$ cat config.mk
export PLATFORM = sky130hd
export DESIGN_NAME = gmux_sel_ctrl
export DESIGN_NICKNAME = d
export VERILOG_FILES = /design/src/rtl/gmux_sel_ctrl.sv
export SDC_FILE = /design/constraint.sdc
export NUM_CORES = 1
export LEC_CHECK = 0
export ABC_AREA = 1
export ABC_CLOCK_PERIOD_IN_PS = 1350
export CAP_MARGIN = 20
export CORE_ASPECT_RATIO = 1.1
export CORE_UTILIZATION = 45
export CTS_CLUSTER_DIAMETER = 100
export DETAILED_ROUTE_END_ITERATION = 7
export GPL_ROUTABILITY_DRIVEN = 0
export PLACE_DENSITY_LB_ADDON = 0.15
export SKIP_CTS_REPAIR_TIMING = 1
export SLEW_MARGIN = 20
export SYNTH_ARGS = -nofsm -noshare
export SYNTH_HDL_FRONTEND = slang
export SYNTH_SLANG_ARGS = --single-unit
$ cat constraint.sdc
create_clock -name CLK -period 1.35 [get_ports CLK]
set_input_delay 0.405 -clock CLK [delete_from_list [all_inputs] [get_ports CLK]]
set_output_delay 0.405 -clock CLK [all_outputs]
set_load 0.005 [all_outputs]
$ cat src/rtl/gmux_sel_ctrl.sv
// Glitch-free clock-mux select sequencer: gates the downstream clock, flips IS0, waits, then re-enables.
// Optional macro GMUX_SEL_CTRL_LOCK_EN adds a LOCK input that refuses requests with a NACK pulse.
module gmux_sel_ctrl #(
  parameter int HOLD_CYCLES   = 4,
  parameter int SETTLE_CYCLES = 8
) (
  input  logic CLK,
  input  logic RST_N,
  input  logic REQ,
  input  logic REQ_SEL,
`ifdef GMUX_SEL_CTRL_LOCK_EN
  input  logic LOCK,
  output logic NACK,
`endif
  output logic IS0,
  output logic GATE_EN,
  output logic BUSY,
  output logic ACK
);

  typedef enum logic [2:0] {
    IDLE   = 3'd0,
    DRAIN  = 3'd1,
    SWITCH = 3'd2,
    SETTLE = 3'd3,
    DONE   = 3'd4
  } state_t;

  state_t     state_reg, state_next;
  logic [7:0] cnt_reg, cnt_next;
  logic       is0_reg, is0_next;
  logic       sel_reg, sel_next;
  logic       locked;
  logic       req_window;

  assign req_window = (state_reg == IDLE) || (state_reg == DONE);

`ifdef GMUX_SEL_CTRL_LOCK_EN
  logic nack_reg;

  assign locked = LOCK;
  assign NACK   = nack_reg;

  // A refused request only produces the NACK pulse; the FSM path ignores it.
  always_ff @(posedge CLK or negedge RST_N) begin
    if (!RST_N) nack_reg <= 1'b0;
    else        nack_reg <= req_window && REQ && LOCK;
  end
`else
  assign locked = 1'b0;
`endif

  always_ff @(posedge CLK or negedge RST_N) begin
    if (!RST_N) begin
      state_reg <= IDLE;
      cnt_reg   <= 8'd0;
      is0_reg   <= 1'b0;
      sel_reg   <= 1'b0;
    end else begin
      state_reg <= state_next;
      cnt_reg   <= cnt_next;
      is0_reg   <= is0_next;
      sel_reg   <= sel_next;
    end
  end

  always_comb begin
    state_next = state_reg;
    cnt_next   = cnt_reg;
    is0_next   = is0_reg;
    sel_next   = sel_reg;
    case (state_reg)
      IDLE, DONE: begin
        state_next = IDLE;
        cnt_next   = 8'd0;
        if (REQ && !locked) begin
          if (REQ_SEL != is0_reg) begin
            state_next = DRAIN;
            cnt_next   = 8'(HOLD_CYCLES);
            sel_next   = REQ_SEL;
          end else begin
            // Already on the requested source: acknowledge without gating.
            state_next = DONE;
          end
        end
      end
      DRAIN: begin
        if (cnt_reg <= 8'd1) begin
          state_next = SWITCH;
          cnt_next   = 8'd0;
        end else begin
          cnt_next = cnt_reg - 8'd1;
        end
      end
      SWITCH: begin
        is0_next   = sel_reg;
        state_next = SETTLE;
        cnt_next   = 8'(SETTLE_CYCLES);
      end
      SETTLE: begin
        if (cnt_reg <= 8'd1) begin
          state_next = DONE;
          cnt_next   = 8'd0;
        end else begin
          cnt_next = cnt_reg - 8'd1;
        end
      end
      default: begin
        state_next = IDLE;
        cnt_next   = 8'd0;
      end
    endcase
  end

  assign IS0     = is0_reg;
  assign BUSY    = (state_reg == DRAIN) || (state_reg == SWITCH) || (state_reg == SETTLE);
  assign GATE_EN = !BUSY;
  assign ACK     = (state_reg == DONE);

endmodule

==> impl_metrics.py, run 1 <==
metrics = {
    "critical_path": {
        "endpoint_kind": "primary output",
        "critPathMaxFanout": 3,
        "crit_required_ns": 0.95,
        "slowest_stage": "dfrtp_1",
        "startpoint_type": "flip-flop",
        "crit_arrival_ns": 1.01,
        "reg2reg_depth": 8,
        "crit_chain": "inv_2 -> nand2_2 -> nand2_2 -> inv_2 -> clkbuf_2",
        "critPathKind": "flip-flop to primary output",
        "max_stage_delay_ns": 0.40,
    },
    "power": {
        "p_leak_nw": 0.5245,
        "power.density_mw_per_mm2": 2663,
        "ir_drop_v": 0.001397,
        "design_power_total_mw": 2.536,
    },
    "routing": {
        "met1Wirelength_um": 639,
        "route.met2.wl_um": 734,
        "drtIter0Drc": 5,
        "met3RoutedLength_um": 28,
        "drc": 0,
        "routed.top_layer": "met4",
        "vias": 635,
        "wirelength_mm": 1.423,
        "drt-pass1-iter-count": 2,
        "via_per_inst": 4.704,
        "final_antenna_net_count": 0,
        "wire_per_inst_um": 10.54,
    },
    "yosys": {
        "syn_area_um2": 729.5,
        "synth_top_area_frac": 0.4460,
        "ys_seq_area_frac": 0.4460,
        "yosysTopAreaCell": "dfrtp_1",
        "synth-seq-cells": 13,
        "avgSynthCellArea_um2": 7.598,
        "synth_edf_count": 0,
        "synth_commonest_cells": "nand2_1, dfrtp_1, nor2_1",
        "syn_nets": 102,
        "yosys_warnings": 0,
        "yosysMostFrequentCell": "nand2_1",
        "synth_cell_types": 18,
        "synthFlopType": "dfrtp_1",
        "synthCells": 96,
        "ys_async_sr_fraction": 1.000,
        "synth_area_leaders": "dfrtp_1, nand2_1, nor2_1",
    },
    "sta": {
        "slew_headroom": 0.7973,
        "clock_skew_ns": 0.01200,
        "worst_pin_slew_ns": 0.3037,
        "slew_violations": 0,
        "setup_viol": 3,
        "post-route-min-period_ns": 1.411,
        "min_period_over_period": 1.045,
        "fmax_mhz": 708.7,
        "setup_tns_ns": -0.1577,
        "fin_ws_ns": -0.06094,
        "hold_viol": 0,
        "rsz0062_at_grt": "true",
    },
    "global_routing": {
        "grt_use_total": 0.1974,
        "grt_antenna_before_repair": 0,
        "grt_start_max_net_pins": 14,
        "grt_pass1_vias": 619,
        "grt_overflow": 0,
        "grt_pass1_wl_mm": 2.380,
    },
    "outcome": {
        "violations": "negative setup slack",
        "status": "complete, but fails checks",
    },
    "final_layout": {
        "utilization": 0.6629,
        "synthToLayoutAreaGrowth_pct": 30.53,
        "largest_reg_flops": 8,
        "diodes": 0,
        "finalNetCount": 126,
        "layout-drive-gt1-share": 0.3193,
    },
    "placement": {
        "dpl.hpwl_mm": 1.088,
        "dp_slack_ns": -0.1552,
        "portBuffers": 7,
    },
    "clocking": {
        "cts-buffers-inserted": 3,
        "htreeDepth": 1,
        "clock_latency_ns": 0.27,
        "cts_sinks": 13,
        "clk_pin_slew_ns": 0.09,
        "cts_tree": "yes",
        "clock-root-buffer": "clkbuf_4",
        "clock_path_buffers": 2,
    },
    "die": {
        "core_area_mm2": 0.001436,
        "initial_core_util": 0.5078,
        "die-width_um": 40.39,
        "ioPinCount": 8,
        "num_rows": 14,
        "die_y_um": 44.23,
        "die_area_mm2": 0.001786,
    },
    "flow_run": {
        "maxCapViolations": 0,
    },
    "min_path": {
        "hp-class": "input pin to asynchronous set/reset pin",
    },
}
[critical path: cells and delay by family (launching register included)]
| family | cells | cell delay, ns |
|---|---|---|
| simple gates | 2 | 0.15 |
| buf+inv | 3 | 0.19 |
| flops | 1 | 0.40 |
[final timing paths]
| path | startpoint | endpoint | slack (ns) |
|---|---|---|---|
| worst max-delay path | state_reg[1]$_DFFE_PN0P_ | BUSY | -0.06 |
| worst min-delay path | RST_N | cnt_reg[5]$_DFF_PN0_ | 0.43 |
| worst max register to register | cnt_reg[0]$_DFF_PN0_ | state_reg[1]$_DFFE_PN0P_ | 0.07 |
| worst min register to register | sel_reg$_DFFE_PN0P_ | sel_reg$_DFFE_PN0P_ | 0.48 |
| max in group asynchronous | RST_N | IS0$_DFFE_PN0P_ | 0.74 |
| min in group CLK | sel_reg$_DFFE_PN0P_ | sel_reg$_DFFE_PN0P_ | 0.48 |
[kinds of logic after synthesis]
| family | count (synthesis) | share of synthesized area |
|---|---|---|
| compound gates | 4 | 0.03087 |
| fa+ha+maj | 2 | 0.03430 |
| flops | 13 | 0.4460 |
| simple gates | 58 | 0.3705 |
| buf+inv | 16 | 0.08234 |
| xor+xnor | 3 | 0.03603 |
[cells in the final DEF, fill, tap and decap left out]
cell type and n:
a21boi_1 1, a21oi_1 1, buf_2 1, buf_4 12
clkbuf_1 1, clkbuf_2 2, clkbuf_4 3, clkdlybuf4s50_1 3
dfrtp_1 13, dlymetal6s2s_1 1, ha_1 1, ha_4 1
inv_1 9, inv_2 7, nand2_1 23, nand2_2 3
nand2_4 1, nand2_8 1, nand3_1 9, nand4_1 1
nor2_1 12, nor2_2 6, nor2_4 1, nor3_1 1
o21ai_1 2, xnor2_1 1, xor2_1 2
[area by class of cell]
class	count	area [um^2]
inverter	16	60.06
clock buffer	4	26.28
fill	126	484.2
multi-input combinational	67	372.9
sequential	13	325.3
tap	16	20.02
timing repair buffer	19	147.6
[metal layers]
layer,GRT usage,up-vias
met5,0,-
met4,0.08000,0
met3,0.04523,2
met2,0.3460,5
met1,0.2190,289
li1,-,339
[where the power goes]
group / switching [mW] / internal, mW
clock network: 0.124 / 0.114
registers: 0.136 / 0.563
logic: 0.909 / 0.690
total: 1.17 / 1.37
[through the flow]
step | cell area, um^2 | hold slack, ns | instances
after floorplan | 729.5 | 0.1094 | 96
after global placement | 887.1 | 0.4521 | 128
after detailed placement | 887.1 | 0.4554 | 128
after CTS | 913.4 | 0.4424 | 132
after global routing | 952.2 | 0.4687 | 135
final | 952.2 | 0.4328 | 135
Power figures use the tool's default switching activity.
==> run 2: changes to the inputs <==
CAP_MARGIN = 15   (was 20)
==> results of run 2 <==
The final DEF is identical to that of run 1; final timing and power are the same.
